File: src/rtl/alu_pkg.sv
// Shared constants for the ALU sharing controller: default widths, latency,
// requester-id width and FSM state encodings.
package alu_pkg;

  localparam int unsigned DEF_WIDTH   = 8;
  localparam int unsigned DEF_FN_W    = 2;
  localparam int unsigned DEF_ALU_LAT = 1;
  localparam int unsigned ID_W        = 1;

  localparam int unsigned ST_W = 2;
  localparam logic [ST_W-1:0] ST_IDLE = 2'd0;
  localparam logic [ST_W-1:0] ST_EXEC = 2'd1;
  localparam logic [ST_W-1:0] ST_RESP = 2'd2;

endpackage

File: src/rtl/rr_arb2.sv
// Two-input round-robin grant: a lone requester wins; on contention prio wins.
module rr_arb2 (
  input  logic [1:0] req,
  input  logic       prio,
  output logic [1:0] gnt
);

  always_comb begin
    gnt = 2'b00;
    if (req == 2'b11) gnt = prio ? 2'b10 : 2'b01;
    else              gnt = req;
  end

endmodule

File: src/rtl/alu_share_ctrl.sv
// Shares one registered ALU between two requesters: round-robin accept,
// wait ALU_LAT cycles, capture result/zero and hand it back to the owner.
module alu_share_ctrl #(
  parameter int unsigned WIDTH   = alu_pkg::DEF_WIDTH,
  parameter int unsigned FN_W    = alu_pkg::DEF_FN_W,
  parameter int unsigned ALU_LAT = alu_pkg::DEF_ALU_LAT
) (
  input  logic                      clk,
  input  logic                      rst_n,
  input  logic [1:0]                req_valid,
  output logic [1:0]                req_ready,
  input  logic [WIDTH-1:0]          req0_op1,
  input  logic [WIDTH-1:0]          req0_op2,
  input  logic [FN_W-1:0]           req0_fn,
  input  logic [WIDTH-1:0]          req1_op1,
  input  logic [WIDTH-1:0]          req1_op2,
  input  logic [FN_W-1:0]           req1_fn,
  output logic [1:0]                rsp_valid,
  input  logic [1:0]                rsp_ready,
  output logic [WIDTH-1:0]          rsp_result,
  output logic                      rsp_zero,
  output logic [WIDTH-1:0]          alu_op1,
  output logic [WIDTH-1:0]          alu_op2,
  output logic [FN_W-1:0]           alu_fn,
  input  logic [WIDTH-1:0]          alu_result,
  input  logic                      alu_zero,
  output logic                      busy,
  output logic [alu_pkg::ID_W-1:0]  grant_id
);

  import alu_pkg::*;

  localparam int unsigned CNT_W = (ALU_LAT > 0) ? $clog2(ALU_LAT + 1) : 1;

  logic [ST_W-1:0]  state, state_nxt;
  logic             prio, prio_nxt;
  logic [CNT_W-1:0] cnt, cnt_nxt;
  logic [WIDTH-1:0] alu_op1_nxt, alu_op2_nxt, rsp_result_nxt;
  logic [FN_W-1:0]  alu_fn_nxt;
  logic             rsp_zero_nxt, busy_nxt;
  logic [ID_W-1:0]  grant_id_nxt;
  logic [1:0]       rsp_valid_nxt;
  logic [1:0]       gnt;

  rr_arb2 u_arb (
    .req  (req_valid),
    .prio (prio),
    .gnt  (gnt)
  );

  // Ready is only offered in IDLE, and never while reset is asserted.
  assign req_ready = (rst_n && (state == ST_IDLE)) ? gnt : 2'b00;

  always_ff @(posedge clk) begin
    if (!rst_n) begin
      state      <= ST_IDLE;
      prio       <= 1'b0;
      cnt        <= '0;
      alu_op1    <= '0;
      alu_op2    <= '0;
      alu_fn     <= '0;
      rsp_result <= '0;
      rsp_zero   <= 1'b0;
      grant_id   <= '0;
      rsp_valid  <= 2'b00;
      busy       <= 1'b0;
    end else begin
      state      <= state_nxt;
      prio       <= prio_nxt;
      cnt        <= cnt_nxt;
      alu_op1    <= alu_op1_nxt;
      alu_op2    <= alu_op2_nxt;
      alu_fn     <= alu_fn_nxt;
      rsp_result <= rsp_result_nxt;
      rsp_zero   <= rsp_zero_nxt;
      grant_id   <= grant_id_nxt;
      rsp_valid  <= rsp_valid_nxt;
      busy       <= busy_nxt;
    end
  end

  always_comb begin
    state_nxt      = state;
    prio_nxt       = prio;
    cnt_nxt        = cnt;
    alu_op1_nxt    = alu_op1;
    alu_op2_nxt    = alu_op2;
    alu_fn_nxt     = alu_fn;
    rsp_result_nxt = rsp_result;
    rsp_zero_nxt   = rsp_zero;
    grant_id_nxt   = grant_id;
    rsp_valid_nxt  = rsp_valid;

    case (state)
      ST_IDLE: begin
        if (gnt != 2'b00) begin
          alu_op1_nxt  = gnt[1] ? req1_op1 : req0_op1;
          alu_op2_nxt  = gnt[1] ? req1_op2 : req0_op2;
          alu_fn_nxt   = gnt[1] ? req1_fn  : req0_fn;
          grant_id_nxt = ID_W'(gnt[1]);
          prio_nxt     = ~gnt[1];
          cnt_nxt      = CNT_W'(ALU_LAT);
          state_nxt    = ST_EXEC;
        end
      end
      ST_EXEC: begin
        if (cnt == '0) begin
          rsp_result_nxt = alu_result;
          rsp_zero_nxt   = alu_zero;
          rsp_valid_nxt  = {grant_id[0], ~grant_id[0]};
          state_nxt      = ST_RESP;
        end else begin
          cnt_nxt = cnt - CNT_W'(1);
        end
      end
      ST_RESP: begin
        if (rsp_ready[grant_id]) begin
          rsp_valid_nxt = 2'b00;
          state_nxt     = ST_IDLE;
        end
      end
      default: begin
        rsp_valid_nxt = 2'b00;
        state_nxt     = ST_IDLE;
      end
    endcase

    busy_nxt = (state_nxt != ST_IDLE);
  end

endmodule

File: config.mk
export PLATFORM = sky130hd
export DESIGN_NAME = alu_share_ctrl
export DESIGN_NICKNAME = d
export VERILOG_FILES = /design/src/rtl/alu_pkg.sv /design/src/rtl/rr_arb2.sv /design/src/rtl/alu_share_ctrl.sv
export SDC_FILE = /design/constraint.sdc
export NUM_CORES = 1
export LEC_CHECK = 0
export ABC_AREA = 1
export BUFFER_PORTS_ARGS = -buffer_cell sky130_fd_sc_hd__buf_2
export CELL_PAD_IN_SITES_DETAIL_PLACEMENT = 0
export CELL_PAD_IN_SITES_GLOBAL_PLACEMENT = 1
export CORE_MARGIN = 2
export CORE_UTILIZATION = 31
export CTS_CLUSTER_SIZE = 28
export DETAILED_ROUTE_END_ITERATION = 8
export MAX_ROUTING_LAYER = met4
export PLACE_DENSITY = 0.84
export SYNTH_ARGS = -nofsm -noshare
export SYNTH_HDL_FRONTEND = slang
export SYNTH_SLANG_ARGS = --single-unit
File: constraint.sdc
create_clock -name clk -period 2.4 [get_ports clk]
set_input_delay 0.12 -clock clk [delete_from_list [all_inputs] [get_ports clk]]
set_output_delay 0.12 -clock clk [all_outputs]
set_load 0.01 [all_outputs]
# After elaboration in Yosys (flattened, before gate mapping)
# Cells that the tools add are included.
dict set report classes {
  add_sub_neg 1
  n_lt_le_gt_ge 1
  eq_ne 6
  n_mux 18
  bitwise_logic 4
  n_reduce_logical 9
}
# cell count
set ops {}
lappend ops {{$mux W2} 9}
lappend ops {{$mux W8} 2}
lappend ops {{$pmux W2 S3} 2}
lappend ops {{$reduce_and A2 Y1} 3}
lappend ops {{$reduce_bool A2 Y1} 3}
lappend ops {{$eq A2 B2 Y1 const B} 2}
lappend ops {{$mux W1} 4}
lappend ops {{$ne A2 B2 Y1 const B} 2}
lappend ops {{$not A1 Y1} 4}
lappend ops {{$reduce_and A3 Y1} 1}
lappend ops {{$eq A2 B1 Y1 const B} 1}
lappend ops {{$logic_not A2 Y1} 1}
lappend ops {{$lt A1 B2 Y1 const B} 1}
lappend ops {{$ne A2 B1 Y1 const B} 1}
lappend ops {{$pmux W1 S2} 1}
lappend ops {{$logic_and A1 B1 Y1} 1}
lappend ops {{$sub A1 B1 Y1 const B} 1}
dict set report totals {
  ff_bits 35
  in_bits 51
  out_inout_bits 33
  elab_cells 50
}

# Longest topological paths before layout
# Gate-level depths: netlist of the first run.
dict set report depth {
  ltp_word 6
  mapped_depth 7
  depth_no_buf 6
}

# By module
# From an unflattened synthesis of the first run, not the netlist that was laid out.
dict set report hier_totals {
  hier_cells 237
  hier_area_um2 1644.1
}
# module instances cells_per_inst area_each_um2 seq_area_each_um2
set by_module_without_submodules {}
lappend by_module_without_submodules {alu_share_ctrl 1 232 1622.8 700.7}
lappend by_module_without_submodules {rr_arb2 1 5 21.3 0.0}

# Worst setup path before layout of the first run
# OpenSTA, ideal clock, no wires.
dict set report synth_path {
  path_type {reg-to-reg}
  from {reg state[0]}
  to {reg alu_fn[1]}
  arrival_time_ns 1.060
  t_required_ns 2.338
  path_slack_ns 1.278
  stages_incl_launch_ff 8
  path_buffers 2
  synth_period_minus_slack_ns 1.122
  path_cell_list {dfxtp_1 nor2_2 buf_4 nand3_4 nor2_4 buf_6 nand2_1 nand3_1}
}
dict set report synth_via {
  elab_chain_len 2
}
# item line_no
set synth_rtl {}
lappend synth_rtl {{start: declaration} alu_share_ctrl.sv:35} ;# logic [ST_W-1:0] state, state_nxt;
lappend synth_rtl {{start signal: assignment} alu_share_ctrl.sv:68} ;# state <= state_nxt;
lappend synth_rtl {{$logic_not A2 Y1} alu_share_ctrl.sv:94} ;# case (state)
lappend synth_rtl {{$reduce_and A2 Y1 (no source line)} -}
lappend synth_rtl {{end signal: assignment} alu_share_ctrl.sv:73} ;# alu_fn <= alu_fn_nxt;
lappend synth_rtl {{end: declaration} alu_share_ctrl.sv:24} ;# output logic [FN_W-1:0] alu_fn,
# Every way passes these cells.
# A chain may end at the register's enable or synchronous reset.

# Worst setup path after layout of the first run
dict set report layout_path {
  from {reg state[0]}
  to {out req_ready[1]}
}
dict set report layout_via {
  elab_chain_len 3
}
# item line_no
set layout_rtl {}
lappend layout_rtl {{$logic_not A2 Y1} alu_share_ctrl.sv:52} ;# assign req_ready = (rst_n && (state == ST_IDLE)) ? gnt : 2'b00;
lappend layout_rtl {{$logic_and A1 B1 Y1} alu_share_ctrl.sv:52}
lappend layout_rtl {{$mux W2} alu_share_ctrl.sv:52}
lappend layout_rtl {{end: declaration} alu_share_ctrl.sv:11} ;# output logic [1:0] req_ready,
# Every way passes these cells.

==> results of run 1 <==
==> synth_stat cells (all sizes together) <==
cell type,count
a21oi,15
and2,1
buf,6
clkbuf,3
clkinv,1
dfxtp,35
inv,17
nand2,86
nand3,24
nor2,21
nor3,1
o21ai,6
==> per-layer routing <==
| layer | global-route usage (%) | part of all wire [%] | vias up |
|---|---|---|---|
| met5 | - | 0 | - |
| met4 | 4.94 | 0.88 | 0 |
| met3 | 3.45 | 4.9 | 2 |
| met2 | 26.2 | 49 | 46 |
| met1 | 19.0 | 45 | 665 |
| li1 | - | - | 840 |
==> worst paths after layout <==
| path | from | to | slack, ps | cells after the start |
|---|---|---|---|---|
| worst min-delay path | req0_op2[0] | alu_op2[0]$_SDFFE_PN0P_ | 30 | 3 |
| worst max register to register | state[0]$_SDFF_PN0_ | alu_op1[7]$_SDFFE_PN0P_ | 790 | 6 |
| worst min register to register | rsp_valid[1]$_SDFFE_PN0P_ | rsp_valid[1]$_SDFFE_PN0P_ | 460 | 2 |
| worst max-delay path | state[0]$_SDFF_PN0_ | req_ready[1] | 520 | 4 |
==> where the power goes <==
| group | leakage [nW] | total (mW) | internal [mW] | switching [mW] |
|---|---|---|---|---|
| clock network | 0.0612 | 0.538 | 0.336 | 0.202 |
| registers | 0.288 | 0.675 | 0.641 | 0.0336 |
| logic | 0.764 | 0.311 | 0.125 | 0.186 |
==> sequential cells by signal, indices dropped and copies added (netlist names) <==
register / flops
cnt: 1
state: 2
rsp_result: 8
alu_op1: 8
rsp_zero: 1
alu_fn: 2
alu_op2: 8
prio: 1
grant_id: 1
rsp_valid: 2
busy: 1
==> logic make-up (layout without fill, tap and decap cells) <==
group / after synthesis / after routing / share of synthesized area [%]
AOI/OAI and AO/OA: 21 / 21 / 7.33
buffers and inverters: 27 / 111 / 8.09
DFF: 35 / 35 / 47.2
and+or+nand+nor: 133 / 133 / 37.4
==> through the flow <==
stage                     instances  utilization [%]  setup WS [ps]  instance area, um^2
after floorplan                 216                -           1280                 1490
after global placement          346             41.5            813                 1930
after detailed placement        346             41.5            757                 1930
after CTS                       354             44.0            477                 2050
after global routing            354             44.0            361                 2050
final                           354             44.0            524                 2050
==> cell usage in the layout (no fill, tap or decap) <==
cell type,count
buf_4,2
nand3_4,1
o21ai_0,4
o21ai_1,1
buf_2,83
inv_1,17
nand2_1,86
and2_1,1
bufinv_16,1
clkinv_2,1
clkbuf_8,6
nor3_1,1
clkinv_1,1
nand3_1,23
a21oi_1,14
nor2_2,1
dfxtp_1,35
o21ai_2,1
a21oi_2,1
nor2_4,1
nor2_1,19
==> worst max-delay path: cells and delay by family, from the launching register on <==
family,cells,cell delay [ps]
AND/OR/NAND/NOR,3,960
flip-flops,1,340
buffers and inverters,1,180
==> cell type report <==
cell class / count / area [um^2] / share of cell area (%)
repair buffers: 85 / 430 / 21.0
flip-flops and latches: 35 / 701 / 34.1
multi-input cells: 154 / 668 / 32.6
inverters: 18 / 67.6 / 3.29
clock inverters: 2 / 35.0 / 1.71
clock buffers: 6 / 82.6 / 4.02
well taps: 54 / 67.6 / 3.29
==> parameters.txt, run 1 <==
Parameter                              Value

Timing
  RSZ-0062 raised after global routing    false
  Clock tree skew after final layout    2.39 ps
  TNS Setup    0 ps
  Pins over their slew limit    0
  Minimum period implied by the final worst setup slack    1880 ps
  Total setup violations reported at the end of the flow    0
  Top achievable clock speed    533 MHz
  Count of final hold-check violations    0
  Worst rel slew slack    39.0%
  Part of the cycle the worst path needs    78.2%
  Slew at the pin closest to its max-slew limit    915 ps
  Smallest hold slack    33.9 ps

Clock network
  TritonCTS clock tree    done
  Inserted Clock Buffers    5
  Clock-pin slew on the worst setup and hold paths    70 ps
  Insertion delay of the later-clocked pin in the worst-skew pair    280 ps
  CTS hold repair buffers    0
  Resize count post-CTS    0
  Number of levels in the clock H-tree    2
  # clock sinks    35
  Setup fix buffers added after clock tree synthesis    0
  Clock root buffer    clkbuf_8
  Max Root-Sink Buffers    2

Place
  Last weighted congestion value of the routability-driven placer    0.835
  Half-perimeter wire length of the detailed placement result    2.81 mm
  Number of port buffers    83

Drt
  Final routed wirelength across all metal layers    3.85 mm
  Total via count in the routed design    1553
  Final ANT Viol Nets    0
  Average wire per cell in the routed design    10.9 um
  DRC    0
  Initial drt markers    96
  First drt pass iteration count    4
  Number of vias per cell after detailed routing    4.39

Power
  Power density over cell area    743 nW/um^2
  Total power    1.52 mW
  Lkg Pwr    1.11 nW
  Worst IR Drop VDD    0.250 mV

Worst setup path
  List of cells traversed by the critical path    nor2_2, nand3_4, nor2_4, buf_2
  Startpoint kind of the worst setup timing path    register
  Critical path class    register to output pin
  Req. time, crit path    2280 ps
  WP data arrival    1760 ps
  Max stage delay on crit path    430 ps
  Slowest-stage cell, CP    nor2_2
  CP Capture Type    output pin
  Critical-path maximum fanout    11

Global route
  Global-route wire length before repair    6.43 mm
  Total track usage    15.8%
  Number of antenna violations at the first check in global routing    0
  Remaining global-route overflow    0
  Number of global-route vias before repair    1483
  Maximum number of pins on one net before global-route repair    23

Synthesis
  Number of distinct library cells after synthesis    19
  Mapped Nets    267
  Mapped Cells    216
  Area share of the largest cell type after synthesis    47.2%
  Flops & latches, synth    35
  Largest cells by area after synthesis    dfxtp_1 47%, nand2_1 22%, nand3_1 7.8%
  Post-synthesis area per instance    6.88 um^2
  Count of synthesis-stage warnings from yosys    0
  Cell Area, Synth    1490 um^2
  Sequential area share after synthesis    47.2%
  Cell accounting for the most synthesized area    dfxtp_1

Job
  Max-capacitance violation count    0

Min path
  Hold Crit Class    primary input to register

Die
  Number of core rows    25
  X dimension of the die    73.2 um
  DIE AREA    5360 um^2
  Core Area    4660 um^2
  Die Y-Extent    73.2 um
  Starting utilization of the core area    31.9%
  Number of ports placed on the die boundary    84

Layout
  Final layout net count    350
  Fraction of layout instances using a drive strength above 1    32.7%
  Number of diodes added for antenna fixing    0
  Filler instances    497
  Relative area change from synthesis to final layout    38.2%

Status
  Result of the run    completed
(Power assumes the default switching activity.)
==> run 2, diff against run 1 <==
--- a/config.mk
+++ b/config.mk
@@ -10,11 +10,11 @@
 export CELL_PAD_IN_SITES_DETAIL_PLACEMENT = 0
 export CELL_PAD_IN_SITES_GLOBAL_PLACEMENT = 1
 export CORE_MARGIN = 2
-export CORE_UTILIZATION = 31
+export CORE_UTILIZATION = 26
 export CTS_CLUSTER_SIZE = 28
 export DETAILED_ROUTE_END_ITERATION = 8
 export MAX_ROUTING_LAYER = met4
-export PLACE_DENSITY = 0.84
+export PLACE_DENSITY = 0.75
 export SYNTH_ARGS = -nofsm -noshare
 export SYNTH_HDL_FRONTEND = slang
 export SYNTH_SLANG_ARGS = --single-unit
==> constraint.sdc (replaced) <==
create_clock -name clk -period 1.55 [get_ports clk]
set_input_delay 0.0775 -clock clk [delete_from_list [all_inputs] [get_ports clk]]
set_output_delay 0.0775 -clock clk [all_outputs]
set_load 0.01 [all_outputs]
==> run 2 against run 1 <==
- non-clock buffer count grew 18
- combinational power grew 71%
- first-iteration DRC count shrank 34%
- critical path type unchanged
- highest routed layer unchanged
==> parameters.txt, run 2 (same netlist as run 1, synthesis figures left out) <==
Parameter                              Value

Layout
  Number of diodes added for antenna fixing    0 (unchanged)
  Most common cell after layout, fill and taps aside    nand2_1
  Relative area change from synthesis to final layout    48.9%
  Largest registers ranked by flip-flop count    alu_op1 (8), alu_op2 (8), rsp_result (8)
  Final layout net count    368 (+5.1%)
  Area of all placed cells without fillers    2210 um^2 (+7.7%)
  Final Core Density    40.2% (-3.9 points)
  Filler instances    582 (+17%)
  Fraction of layout instances using a drive strength above 1    31.3% (-1.3 points)
  Commonest cells after routing, fill and taps aside    86 x nand2_1, 83 x buf_2, 35 x dfxtp_1

Drt
  Number of vias per cell after detailed routing    4.28 (-2.4%)
  Average wire per cell in the routed design    10.8 um (-0.22%)
  Total via count in the routed design    1662 (+7.0%)
  Final ANT Viol Nets    0 (unchanged)
  First drt pass iteration count    4 (unchanged)
  Final routed wirelength across all metal layers    4.21 mm (+9.4%)
  Initial drt markers    63 (-34%)
  DRC    0 (unchanged)

Global route
  Remaining global-route overflow    0 (unchanged)
  Maximum number of pins on one net before global-route repair    23 (unchanged)
  Total track usage    13.9% (-1.8 points)
  Number of antenna violations at the first check in global routing    0 (unchanged)
  Number of global-route vias before repair    1511 (+1.9%)
  Global-route wire length before repair    6.68 mm (+3.9%)

Timing
  TNS Setup    0 ps (unchanged)
  Pins over their slew limit    0 (unchanged)
  Part of the cycle the worst path needs    91.9%
  Setup slack after layout    126 ps (-398 ps)
  Count of final hold-check violations    0 (unchanged)
  Worst rel slew slack    38.9% (-0.083 points)
  Top achievable clock speed    702 MHz
  Slew at the pin closest to its max-slew limit    916 ps (+1.24 ps)
  Total setup violations reported at the end of the flow    0 (unchanged)
  Minimum period implied by the final worst setup slack    1420 ps
  RSZ-0062 raised after global routing    false
  Clock tree skew after final layout    5.98 ps (+3.59 ps)

Die
  Core Area    5510 um^2 (+18%)
  Die Y-Extent    79.6 um (+8.7%)
  Number of core rows    27 (+8.0%)
  Number of ports placed on the die boundary    84 (unchanged)
  DIE AREA    6330 um^2 (+18%)
  Starting utilization of the core area    27.0% (-4.9 points)
  X dimension of the die    79.6 um (+8.7%)

Power
  Combinational fraction of design power    24.4% (+4.0 points)
  Proportion of power drawn by the clock network    27.6% (-7.7 points)
  Net switching component of the power    657 uW (+56%)
  Sequential power share    48.0% (+3.7 points)
  Worst IR Drop VDD    0.327 mV (+31%)
  Fraction of power spent switching nets    30.1% (+2.4 points)
  Internal Power    1.52 mW (+38%)
  Power density over cell area    986 nW/um^2 (+33%)
  Lkg Pwr    1.17 nW (+4.7%)

Place
  Half-perimeter wire length of the detailed placement result    2.97 mm (+5.8%)
  Last weighted congestion value of the routability-driven placer    0.726 (-13%)
  Dpl cell area    1970 um^2 (+1.9%)
  Number of port buffers    83 (unchanged)
  Place WS    154 ps (-603 ps)

Worst setup path
  Critical path class    register to output pin
  Worst Reg2Reg Path Length in Cells    6 (unchanged)
  CP Capture Type    output pin
  Startpoint kind of the worst setup timing path    register
  Req. time, crit path    1470 ps (-810 ps)
  Register-to-Register Setup Slack    240 ps (-550 ps)
  WP data arrival    1350 ps (-410 ps)
  Critical-path maximum fanout    10 (-1)

Clock network
  Max Root-Sink Buffers    2 (unchanged)
  Insertion delay of the later-clocked pin in the worst-skew pair    280 ps (about the same)
  Inserted Clock Buffers    5 (unchanged)
  Number of levels in the clock H-tree    2 (unchanged)
  Clock-pin slew on the worst setup and hold paths    70 ps (about the same)
  # clock sinks    35 (unchanged)
  Clock root buffer    clkbuf_8
  TritonCTS clock tree    done

Min path
  Hold Crit Class    primary input to register
  Number of cells traversed by the worst hold path    3 (unchanged)

Job
  Max-capacitance violation count    0 (unchanged)

Status
  Result of the run    completed
[run 2: critical path, cell delays in order, from the launching register on]
cell	delay, ps
dfxtp_1	430
nor3_1	90
nand2_1	130
clkinvlp_4	220
buf_2	200
[run 2: worst paths after layout]
| kind | from | end |
|---|---|---|
| setup / recovery | state[1]$_SDFF_PN0_ | req_ready[0] |
| hold / removal | req1_op1[0] | alu_op1[0]$_SDFFE_PN0P_ |
| setup reg to reg | state[0]$_SDFF_PN0_ | alu_op2[2]$_SDFFE_PN0P_ |
| hold reg to reg | rsp_result[2]$_SDFFE_PN0P_ | rsp_result[2]$_SDFFE_PN0P_ |
[run 2: final cells by class]
type,count,area [um^2],area share [%]
Sequential cell,35,701,31.7
Multi-Input combinational cell,154,673,30.4
Timing Repair Buffer,103,603,27.3
Tap cell,72,90.1,4.07
Clock buffer,6,72.6,3.28
Inverter,18,71.3,3.23
[run 2: repair_timing]
item | in CTS | in global routing
pin swaps | 1 | 0
resized for setup | 0 | 2
hold endpoints to repair | 13 | 0
gates cloned | 0 | 0
hold buffers | 15 | 0
endpoints found under the setup margin | 1 | 2
setup buffers | 1 | 0
[run 2: routing by layer]
metal | part of all wire [%] | wire [um] | global-route usage [%]
met4 | 1.1 | 46 | 4.14
met5 | 0 | 0 | -
met1 | 46 | 1920 | 16.4
met3 | 5.1 | 216 | 3.85
met2 | 48 | 2020 | 23.3
[run 2: through the flow]
step	cells	hold slack [ps]	power (mW)
global placement	366	273	1.57
detailed placement	366	276	1.57
CTS	388	0.814	2.21
floorplan	216	188	1.36
finish	388	17.3	2.18
global route	388	12.2	2.33
[run 2: power by group through the flow]
stage                     Combinational (mW)  Clock, mW  Sequential, mW
after floorplan                        0.256          0            1.10
final                                  0.531      0.602            1.05
after global placement                 0.500          0            1.06
after global routing                   0.599      0.674            1.06
after CTS                              0.534      0.631            1.05
after detailed placement               0.500          0            1.07
==> run 3, diff against run 2 <==
--- a/config.mk
+++ b/config.mk
@@ -6,13 +6,13 @@
 export NUM_CORES = 1
 export LEC_CHECK = 0
 export ABC_AREA = 1
-export BUFFER_PORTS_ARGS = -buffer_cell sky130_fd_sc_hd__buf_2
 export CELL_PAD_IN_SITES_DETAIL_PLACEMENT = 0
 export CELL_PAD_IN_SITES_GLOBAL_PLACEMENT = 1
 export CORE_MARGIN = 2
-export CORE_UTILIZATION = 26
+export CORE_UTILIZATION = 36
 export CTS_CLUSTER_SIZE = 28
 export DETAILED_ROUTE_END_ITERATION = 8
+export DONT_BUFFER_PORTS = 1
 export MAX_ROUTING_LAYER = met4
 export PLACE_DENSITY = 0.75
 export SYNTH_ARGS = -nofsm -noshare
==> run 3 against run 2 <==
- clock power is 42% higher
- sequential cell count stayed put
- fmax is 0.87% higher
- non-clock buffer count is 66 lower
- sequential power is 5% higher
- die area is 26% lower
- utilization is 9.5 points higher
- combinational power is 27% lower
- highest routed layer unchanged
==> parameters.txt, run 3 (same netlist as run 1, synthesis figures left out) <==
Parameter                              Value

Global route
  GR met3 Demand/Resource    6.74% (+2.9 points)
  Number of antenna violations at the first check in global routing    0 (unchanged)
  Layer with the highest usage    met2
  Total track usage    19.6% (+5.6 points)
  Remaining global-route overflow    0 (unchanged)
  Number of global-route vias before repair    1295 (-14%)
  Maximum number of pins on one net before global-route repair    23 (unchanged)
  Global routing usage on met1    24.9% (+8.5 points)
  Global-route wire length before repair    6.34 mm (-5.1%)
  Met2 GRT Util    28.0% (+4.8 points)

Layout
  Final layout net count    302 (-18%)
  Largest registers ranked by flip-flop count    alu_op1 (8), alu_op2 (8), rsp_result (8)
  Fraction of layout instances using a drive strength above 1    8.33% (-23 points)
  Number of diodes added for antenna fixing    0 (unchanged)
  Relative area change from synthesis to final layout    32.9%
  Final standard cell count with taps included and fillers excluded    302 (-22%)
  Commonest cells after routing, fill and taps aside    86 x nand2_1, 35 x dfxtp_1, 30 x dlygate4sd3_1
  Most common cell after layout, fill and taps aside    nand2_1

Die
  Starting utilization of the core area    37.4% (+10 points)
  Number of ports placed on the die boundary    84 (unchanged)
  Core Area    3970 um^2 (-28%)
  DIE AREA    4660 um^2 (-26%)
  Number of core rows    23 (-15%)
  Die Y-Extent    68.2 um (-14%)
  X dimension of the die    68.2 um (-14%)

Clock network
  Max Root-Sink Buffers    2 (unchanged)
  # clock sinks    35 (unchanged)
  TritonCTS clock tree    done
  Clock-pin slew on the worst setup and hold paths    70 ps (about the same)
  Clock root buffer    clkbuf_8
  Insertion delay of the later-clocked pin in the worst-skew pair    280 ps (about the same)
  Number of levels in the clock H-tree    2 (unchanged)
  Inserted Clock Buffers    5 (unchanged)

Worst setup path
  Startpoint kind of the worst setup timing path    register
  Slowest-stage cell, CP    dfxtp_1
  Critical path class    register to output pin
  CP Capture Type    output pin
  Critical-path maximum fanout    10 (unchanged)
  WP data arrival    1330 ps (-20 ps)
  Max stage delay on crit path    360 ps (-70 ps)
  List of cells traversed by the critical path    nor2_2, nand3_4, nor2_4, buf_4
  Req. time, crit path    1470 ps (about the same)

Timing
  Top achievable clock speed    708 MHz (+0.87%)
  Count of final hold-check violations    0 (unchanged)
  TNS Setup    0 ps (unchanged)
  Slew at the pin closest to its max-slew limit    954 ps (+37.7 ps)
  Part of the cycle the worst path needs    91.1% (-0.79 points)
  Minimum period implied by the final worst setup slack    1410 ps (-12.3 ps)
  Clock tree skew after final layout    3.68 ps (-2.29 ps)
  RSZ-0062 raised after global routing    false
  Smallest hold slack    23.6 ps (+6.28 ps)
  Pins over their slew limit    0 (unchanged)
  Worst rel slew slack    36.4% (-2.5 points)
  Total setup violations reported at the end of the flow    0 (unchanged)

Power
  Lkg Pwr    0.893 nW (-23%)
  Proportion of power drawn by the clock network    36.5% (+8.9 points)
  Worst IR Drop VDD    0.574 mV (+76%)
  Sequential power share    47.0% (-1.0 points)
  Fraction of power spent switching nets    28.2% (-1.9 points)
  Total power    2.34 mW (+7.1%)
  Power density over cell area    1180 nW/um^2 (+20%)
  Net switching component of the power    660 uW (+0.41%)
  Combinational fraction of design power    16.5% (-7.9 points)
  Internal Power    1.68 mW (+10%)

Drt
  Final ANT Viol Nets    0 (unchanged)
  Initial drt markers    40 (-37%)
  Number of vias per cell after detailed routing    4.81 (+12%)
  Average wire per cell in the routed design    13.6 um (+25%)
  Total via count in the routed design    1453 (-13%)
  First drt pass iteration count    4 (unchanged)
  DRC    0 (unchanged)
  Final routed wirelength across all metal layers    4.10 mm (-2.6%)

Place
  # placed instances    263 (-28%)
  Number of port buffers    0 (-100%)
  Last weighted congestion value of the routability-driven placer    0.702 (-3.3%)
  Half-perimeter wire length of the detailed placement result    2.46 mm (-17%)

Min path
  Hold Crit Class    primary input to register

Job
  Max-capacitance violation count    0 (unchanged)

Status
  Result of the run    completed
run 3: changes by cell type in the layout (fill, tap and decap cells not counted), sizes merged:
| cell | delta |
|---|---|
| buf | -81 |
| dlygate4sd3 | +15 |
| bufinv | +1 |
| clkinv | +1 |
run 3: repair_timing:
item / CTS / global route
pin swaps: 1 / 0
endpoints found under the hold margin: 23 / 0
endpoints found under the setup margin: 1 / 1
resized for setup: 0 / 1
setup buffers: 1 / 0
hold buffers: 30 / 0
run 3: worst paths after layout:
path,startpoint,end,slack [ps],cells past startpoint
worst max-delay path,state[1]$_SDFF_PN0_,req_ready[1],140,4
worst min-delay path,rst_n,grant_id$_SDFFE_PN0P_,20,2
worst max register to register,state[1]$_SDFF_PN0_,alu_op1[5]$_SDFFE_PN0P_,220,6
worst min register to register,prio$_SDFFE_PN0P_,prio$_SDFFE_PN0P_,510,2
run 3: power by group through the flow:
stage               clock, mW  combinational (mW)  sequential, mW
floorplan                   0               0.256            1.10
global placement            0               0.308            1.12
detailed placement          0               0.311            1.12
CTS                     0.873               0.380            1.10
global route            0.923               0.442            1.11
finish                  0.853               0.385            1.10
run 3: final cells by class:
| cell class | instances | area [um^2] |
|---|---|---|
| clock inverter | 2 | 35.0 |
| multi-input combinational | 154 | 668 |
| inverter | 18 | 71.3 |
| tap | 50 | 62.6 |
| fill | 407 | 2000 |
| timing repair buffer | 37 | 353 |
| sequential | 35 | 701 |
| clock buffer | 6 | 82.6 |
run 3: worst max-delay path: cells and delay by family, from the launching register on:
kind	cells	cell delay [ps]
AND/OR/NAND/NOR	3	550
buffers and inverters	1	130
flip-flops	1	360
run 3: per-layer routing:
metal	vias to the layer above	wire length [um]
met5	-	0
met4	0	87
met3	8	313
met2	62	1920
met1	642	1780
li1	741	-
run 3: through the flow:
stage	util (%)	instance area [um^2]	worst slack (ps)
after floorplan	-	1490	428
after global placement	38.9	1540	273
after detailed placement	38.9	1540	252
after CTS	49.6	1970	67.7
after global routing	49.7	1970	24.5
final	49.7	1970	138
